[config.mk]
export PLATFORM = sky130hd
export DESIGN_NAME = safe_startup_controller
export DESIGN_NICKNAME = d
export VERILOG_FILES = /design/src/rtl/safe_startup_controller.sv
export SDC_FILE = /design/constraint.sdc
export NUM_CORES = 1
export LEC_CHECK = 0
export ABC_AREA = 1
export CAP_MARGIN = 20
export CORE_AREA = 2 2 55 57
export DETAILED_ROUTE_END_ITERATION = 7
export DIE_AREA = 0 0 57 59
export PLACE_DENSITY = 0.9
export SLEW_MARGIN = 15
export SYNTH_ARGS = -nofsm -noshare
export SYNTH_HDL_FRONTEND = slang
export SYNTH_SLANG_ARGS = --single-unit
[constraint.sdc]
create_clock -name System_Clk -period 3 [get_ports System_Clk]
set_clock_uncertainty 0.05 [all_clocks]
set_input_delay 0.6 -clock System_Clk [delete_from_list [all_inputs] [get_ports System_Clk]]
set_output_delay 0.6 -clock System_Clk [all_outputs]
set_load 0.1 [all_outputs]
[src/rtl/safe_startup_controller.sv]
// Pump start-up supervisor: sequences pump enable, pressure confirmation and
// master start permit, latching faults until an operator clear with start released.
module safe_startup_controller #(
  parameter int PUMP_TIMEOUT   = 16,
  parameter int PRESS_TIMEOUT  = 32,
  parameter int PRESS_DEBOUNCE = 4,
  parameter int CNT_W          = 8
) (
  input  logic       System_Clk,
  input  logic       System_Reset_n,
  input  logic       Start_Request,
  input  logic       Stop_Request,
  input  logic       Pump_ON_Signal,
  input  logic       Pressure_OK_Signal,
  input  logic       Fault_Clear,
  output logic       Pump_Enable,
  output logic       Master_Start,
  output logic       Fault_Latched,
  output logic [1:0] Fault_Code,
  output logic [2:0] State
);

  typedef enum logic [2:0] {
    ST_IDLE       = 3'b000,
    ST_PUMP_START = 3'b001,
    ST_PRESS_WAIT = 3'b010,
    ST_RUN        = 3'b011,
    ST_FAULT      = 3'b100
  } state_t;

  localparam logic [1:0] FC_NONE     = 2'b00;
  localparam logic [1:0] FC_NO_START = 2'b01;
  localparam logic [1:0] FC_PRESS_TO = 2'b10;
  localparam logic [1:0] FC_LOSS     = 2'b11;

  localparam logic [CNT_W-1:0] CNT_ZERO   = {CNT_W{1'b0}};
  localparam logic [CNT_W-1:0] CNT_ONE    = CNT_W'(1);
  localparam logic [CNT_W-1:0] CNT_MAX    = {CNT_W{1'b1}};
  localparam logic [CNT_W-1:0] PUMP_LAST  = CNT_W'(PUMP_TIMEOUT - 1);
  localparam logic [CNT_W-1:0] PRESS_LAST = CNT_W'(PRESS_TIMEOUT - 1);
  localparam logic [CNT_W-1:0] DEB_FULL   = CNT_W'(PRESS_DEBOUNCE);

  logic             r_rst_meta;
  logic             r_rst_sync;
  logic             w_rst_n;
  logic             r_pump_meta;
  logic             r_pump_s;
  logic             r_press_meta;
  logic             r_press_s;
  logic [CNT_W-1:0] r_deb_cnt;
  logic [CNT_W-1:0] r_timer;
  state_t           r_state;
  state_t           w_next_state;
  logic [1:0]       r_fault_code;
  logic [1:0]       w_next_code;
  logic             w_press_stable;
  logic             w_pump_timeout;
  logic             w_press_timeout;
  logic             r_pump_en;
  logic             r_master;
  logic             r_fault;

  // Reset assertion is immediate; release is retimed to the clock.
  always_ff @(posedge System_Clk or negedge System_Reset_n) begin
    if (!System_Reset_n) begin
      r_rst_meta <= 1'b0;
      r_rst_sync <= 1'b0;
    end else begin
      r_rst_meta <= 1'b1;
      r_rst_sync <= r_rst_meta;
    end
  end

  assign w_rst_n = r_rst_sync;

  // Two-flop synchronizers for the asynchronous plant feedback.
  always_ff @(posedge System_Clk or negedge w_rst_n) begin
    if (!w_rst_n) begin
      r_pump_meta  <= 1'b0;
      r_pump_s     <= 1'b0;
      r_press_meta <= 1'b0;
      r_press_s    <= 1'b0;
    end else begin
      r_pump_meta  <= Pump_ON_Signal;
      r_pump_s     <= r_pump_meta;
      r_press_meta <= Pressure_OK_Signal;
      r_press_s    <= r_press_meta;
    end
  end

  // Pressure debounce: counts consecutive synced-high cycles, saturating.
  always_ff @(posedge System_Clk or negedge w_rst_n) begin
    if (!w_rst_n) begin
      r_deb_cnt <= CNT_ZERO;
    end else if (!r_press_s) begin
      r_deb_cnt <= CNT_ZERO;
    end else if (r_deb_cnt != DEB_FULL) begin
      r_deb_cnt <= r_deb_cnt + CNT_ONE;
    end else begin
      r_deb_cnt <= r_deb_cnt;
    end
  end

  assign w_press_stable = (r_deb_cnt == DEB_FULL);

  // State dwell timer, restarted on every state change.
  always_ff @(posedge System_Clk or negedge w_rst_n) begin
    if (!w_rst_n) begin
      r_timer <= CNT_ZERO;
    end else if (w_next_state != r_state) begin
      r_timer <= CNT_ZERO;
    end else if (r_timer != CNT_MAX) begin
      r_timer <= r_timer + CNT_ONE;
    end else begin
      r_timer <= r_timer;
    end
  end

  assign w_pump_timeout  = (r_timer == PUMP_LAST) && !r_pump_s;
  assign w_press_timeout = (r_timer == PRESS_LAST) && !(w_press_stable && r_pump_s);

  // State register.
  always_ff @(posedge System_Clk or negedge w_rst_n) begin
    if (!w_rst_n) begin
      r_state <= ST_IDLE;
    end else begin
      r_state <= w_next_state;
    end
  end

  // Next state and fault code; fault detection outranks stop, stop outranks progress.
  always_comb begin
    w_next_state = r_state;
    w_next_code  = r_fault_code;
    case (r_state)
      ST_IDLE: begin
        if (Start_Request && !Stop_Request) begin
          w_next_state = ST_PUMP_START;
        end else begin
          w_next_state = ST_IDLE;
        end
      end
      ST_PUMP_START: begin
        if (w_pump_timeout) begin
          w_next_state = ST_FAULT;
          w_next_code  = FC_NO_START;
        end else if (Stop_Request) begin
          w_next_state = ST_IDLE;
        end else if (r_pump_s) begin
          w_next_state = ST_PRESS_WAIT;
        end else begin
          w_next_state = ST_PUMP_START;
        end
      end
      ST_PRESS_WAIT: begin
        if (!r_pump_s) begin
          w_next_state = ST_FAULT;
          w_next_code  = FC_LOSS;
        end else if (w_press_timeout) begin
          w_next_state = ST_FAULT;
          w_next_code  = FC_PRESS_TO;
        end else if (Stop_Request) begin
          w_next_state = ST_IDLE;
        end else if (w_press_stable) begin
          w_next_state = ST_RUN;
        end else begin
          w_next_state = ST_PRESS_WAIT;
        end
      end
      ST_RUN: begin
        if (!r_pump_s || !r_press_s) begin
          w_next_state = ST_FAULT;
          w_next_code  = FC_LOSS;
        end else if (Stop_Request) begin
          w_next_state = ST_IDLE;
        end else begin
          w_next_state = ST_RUN;
        end
      end
      ST_FAULT: begin
        if (Fault_Clear && !Start_Request) begin
          w_next_state = ST_IDLE;
          w_next_code  = FC_NONE;
        end else begin
          w_next_state = ST_FAULT;
        end
      end
      default: begin
        w_next_state = ST_FAULT;
        w_next_code  = FC_LOSS;
      end
    endcase
  end

  // Outputs decoded from the next state so they move on the same edge as State.
  always_ff @(posedge System_Clk or negedge w_rst_n) begin
    if (!w_rst_n) begin
      r_pump_en    <= 1'b0;
      r_master     <= 1'b0;
      r_fault      <= 1'b0;
      r_fault_code <= FC_NONE;
    end else begin
      r_pump_en    <= (w_next_state == ST_PUMP_START) ||
                      (w_next_state == ST_PRESS_WAIT) ||
                      (w_next_state == ST_RUN);
      r_master     <= (w_next_state == ST_RUN);
      r_fault      <= (w_next_state == ST_FAULT);
      r_fault_code <= w_next_code;
    end
  end

  assign Pump_Enable   = r_pump_en;
  assign Master_Start  = r_master;
  assign Fault_Latched = r_fault;
  assign Fault_Code    = r_fault_code;
  assign State         = r_state;

endmodule

==> metrics.md <==
| Metric | Value |
|---|---|
| Full die area | `3363 sq um` |
| Unique masters post-synth | `25` |
| R2R Path Start | `r_deb_cnt[0]$_DFFE_PN0P_` |
| CP Capture Point | `State[1]` |
| DR DRC count | `0` |
| Die Height | `59 um` |
| Core box area | `about 2700 sq um` |
| Maximum vdd drop | `0.0007843 V` |
| Mapped Area | `1593 sq um` |
| CTS hold repair buffers | `0` |
| Pleak | `slightly below 0.9 nW` |
| Worst skew pair latency | `320 ps` |
| Vias in the first global route | `1248` |
| WP depth | `1` |
| Vias | `1335` |
| WL per Instance | `11.07 um` |
| # fillers | `223` |
| HPWL Detailed | `around 2000 um` |
| Crit path buffers/inverters | `1` |
| Via/cell ratio | `5.298` |
| Ys Warns | `0` |
| Setup crit end kind | `output pin` |
| RSZ-0062 raised after global routing | `no` |
| Syn_nets | `approximately 210` |
| GRT Total Usage | `0.2010` |
| Area share of and/or/nand/nor cells after synthesis | `0.3268` |
| Final period util | `0.6210` |
| Worst EP arrival | `1210 ps` |
| Resized cells post-CTS | `0` |
| Fmax achieved | `536.7 MHz` |
| Setup TNS | `0 ps` |
| Hold crit path type | `reg -> async` |
| Ports | `15` |
| First-pass GRT wire length | `5092 um` |
| R2R cell count | `11` |
| Final Hold Viols | `0` |
| Max_cap viols | `0` |
| Total CTS buffers | `5` |
| Port buffer count | `14` |
| Max-Slew Margin vs Limit | `0.6183` |
| Worst Path Class, Setup | `reg -> out` |
| Critical path, cell by cell | `buf_4` |
| Initial core utilization | `0.5877` |
| Final Max Slew Viols | `0` |
| Antenna-violating nets left | `0` |
| Power Total | `roughly 1.4 mW` |
| Synth Register Bits | `30` |
| Placed Area | `around 1800 sq um` |
| Rows | `19` |
| H-tree depth | `2` |
| Routed Wire Length | `2790 um` |
| Clock sink count | `30` |
| Min cycle time layout | `1863 ps` |
| Post-synthesis compound-gate area fraction | `0.08327` |
| Clk buf depth | `2` |
| Most common cell after layout, fill and taps aside | `nand2_1` |
| Power per cell area | `743.6 nW/um^2` |
| Cells after Synth | `around 200` |
| Share of post-route cells with drive strength above 1 | `0.1855` |
| Die width | `57 um` |
| CP Launch Point | `State[1]$_DFF_PN0_` |
| CP max FO | `7` |
| Postcts setup bufs | `0` |
| Reg clk slew, reported paths | `90 ps` |
| Final instance area | `1832 sq um` |
| CTS tree | `yes` |
| Slowest cell on the critical path | `dfrtp_1` |
| Largest net degree at the start of global routing | `29` |
| Mean cell area of the mapped netlist | `8.004 sq um` |
| Flop pwr share | `0.375` |
| Critical path data required time | `2350 ps` |
| Post-synthesis sequential area ratio | `0.4713` |
| Slowest stage delay, CP | `530 ps` |
| Min Hold Slack | `215.0 ps` |
| Largest family of logic cells by synthesized area | `simple AND/OR/NAND/NOR gates` |
| Crit path max-delay family | `flip-flops` |
| Starting DRT DRC Count | `70` |
| Mux share of post-synthesis cell area | `0` |
| Post-synthesis adder-cell area fraction | `0.02357` |
| Reported net switching power | `0.6040 mW` |
| Internal power | `0.7581 mW` |
| Most frequent cells in the layout | `nand2_1 (35), dfrtp_1 (29), inv_1 (27), nor2_1 (22), nand3_1 (21)` |
| Gate power share | `0.412` |
| Initial antenna violation count | `0` |
| Root buffer cell | `clkbuf_4` |
| Status | `completed` |
| Worst-margin pin slew | `approximately 570 ps` |
| Xor/xnor share of the synthesized area | `0.01650` |
| CP Launch Type | `register` |
| Reg2Reg Setup Slack | `1190 ps` |
| R2R Path End | `r_timer[2]$_DFFE_PN0P_` |
| Area grow syn2layout | `15.00%` |
| Setup violators final | `0` |
| Clock share of power | `0.213` |
| Diodes inserted | `0` |
| Pre-antenna DRT Iters | `4` |
| Overflow after GRT | `0` |
| Nets@finish | `230` |
| Placer Congestion | `0.8601` |
| Net Sw Frac | `0.4434` |
==> final cells by class <==
| type | count | area [sq um] | share of cell area |
|---|---|---|---|
| tap | 31 | 38.79 | 0.02117 |
| inverter | 32 | 121.4 | 0.06626 |
| timing repair buffer | 14 | 120.1 | 0.06557 |
| sequential | 30 | 752.0 | 0.4105 |
| clock buffer | 8 | 78.83 | 0.04303 |
| multi-input combinational | 137 | 720.7 | 0.3934 |
==> cells in the mapped netlist <==
cell / instances / share of area
inv_2: 4 / 0.0094
nand3_4: 1 / 0.011
nand2_2: 4 / 0.016
nor2_2: 10 / 0.039
conb_1: 1 / 0.0024
xor2_1: 3 / 0.016
nand3_1: 21 / 0.066
ha_1: 3 / 0.024
nand2_1: 35 / 0.082
nor3b_1: 1 / 0.0047
o21bai_1: 1 / 0.0047
nand4_1: 5 / 0.020
nor3_4: 1 / 0.010
a21oi_1: 4 / 0.013
a211oi_1: 1 / 0.0047
clkinv_2: 1 / 0.0031
nor2_4: 1 / 0.0071
nor3_1: 4 / 0.013
dfrtp_1: 30 / 0.47
o2111ai_1: 1 / 0.0055
nor2_1: 22 / 0.052
o21ai_0: 16 / 0.050
inv_1: 27 / 0.064
nor3_2: 1 / 0.0063
a21oi_2: 1 / 0.0055
==> registers in the layout, summed over array words and instances (netlist names) <==
| signal | flops |
|---|---|
| r_timer | 8 |
| r_rst_meta | 1 |
| Fault_Code | 2 |
| r_rst_sync | 1 |
| r_pump_s | 1 |
| Fault_Latched | 1 |
| State | 3 |
| r_press_s | 1 |
| Master_Start | 1 |
| r_pump_meta | 1 |
| Pump_Enable | 1 |
| r_press_meta | 1 |
| r_deb_cnt | 8 |
==> worst min-delay path by stage <==
stage / to / start / cells after the start
after floorplan: r_rst_meta$_DFF_PN0_ / System_Reset_n / 0
after global placement: r_press_s$_DFF_PN0_ / r_press_meta$_DFF_PN0_ / 0
after detailed placement: r_press_s$_DFF_PN0_ / r_press_meta$_DFF_PN0_ / 0
after CTS: r_press_s$_DFF_PN0_ / r_press_meta$_DFF_PN0_ / 0
after global routing: r_deb_cnt[1]$_DFFE_PN0P_ / r_rst_sync$_DFF_PN0_ / 0
final: r_deb_cnt[1]$_DFFE_PN0P_ / r_rst_sync$_DFF_PN0_ / 0
==> through the flow <==
stage               std cells    util  worst slack [ps]
floorplan                 199       -             859.4
global placement          244  0.6464             895.0
detailed placement        244  0.6464             854.2
CTS                       252  0.6754              1134
global route              252  0.6759             904.9
finish                    252  0.6759              1137
==> metal layers <==
layer,global-route usage,part of all wire,up-vias
li1,-,-,680
met1,0.2493,0.46,607
met2,0.3103,0.44,39
met3,0.06114,0.060,9
met4,0.1229,0.031,0
met5,0,0,-
==> logic make-up (layout without fill, tap and decap cells) <==
family	Yosys count	in the layout
xor+xnor	3	3
buf+inv	32	54
other cells	1	1
fa+ha+maj	3	3
compound gates	24	24
flops	30	30
simple gates	106	106
==> power groups by stage <==
stage,registers [mW],logic [mW],clock network (mW)
floorplan,0.737,0.225,0
global placement,0.515,0.553,0
detailed placement,0.518,0.563,0
CTS,0.511,0.567,0.298
global route,0.519,0.606,0.318
finish,0.510,0.562,0.290
Power figures use the tool's default switching activity.
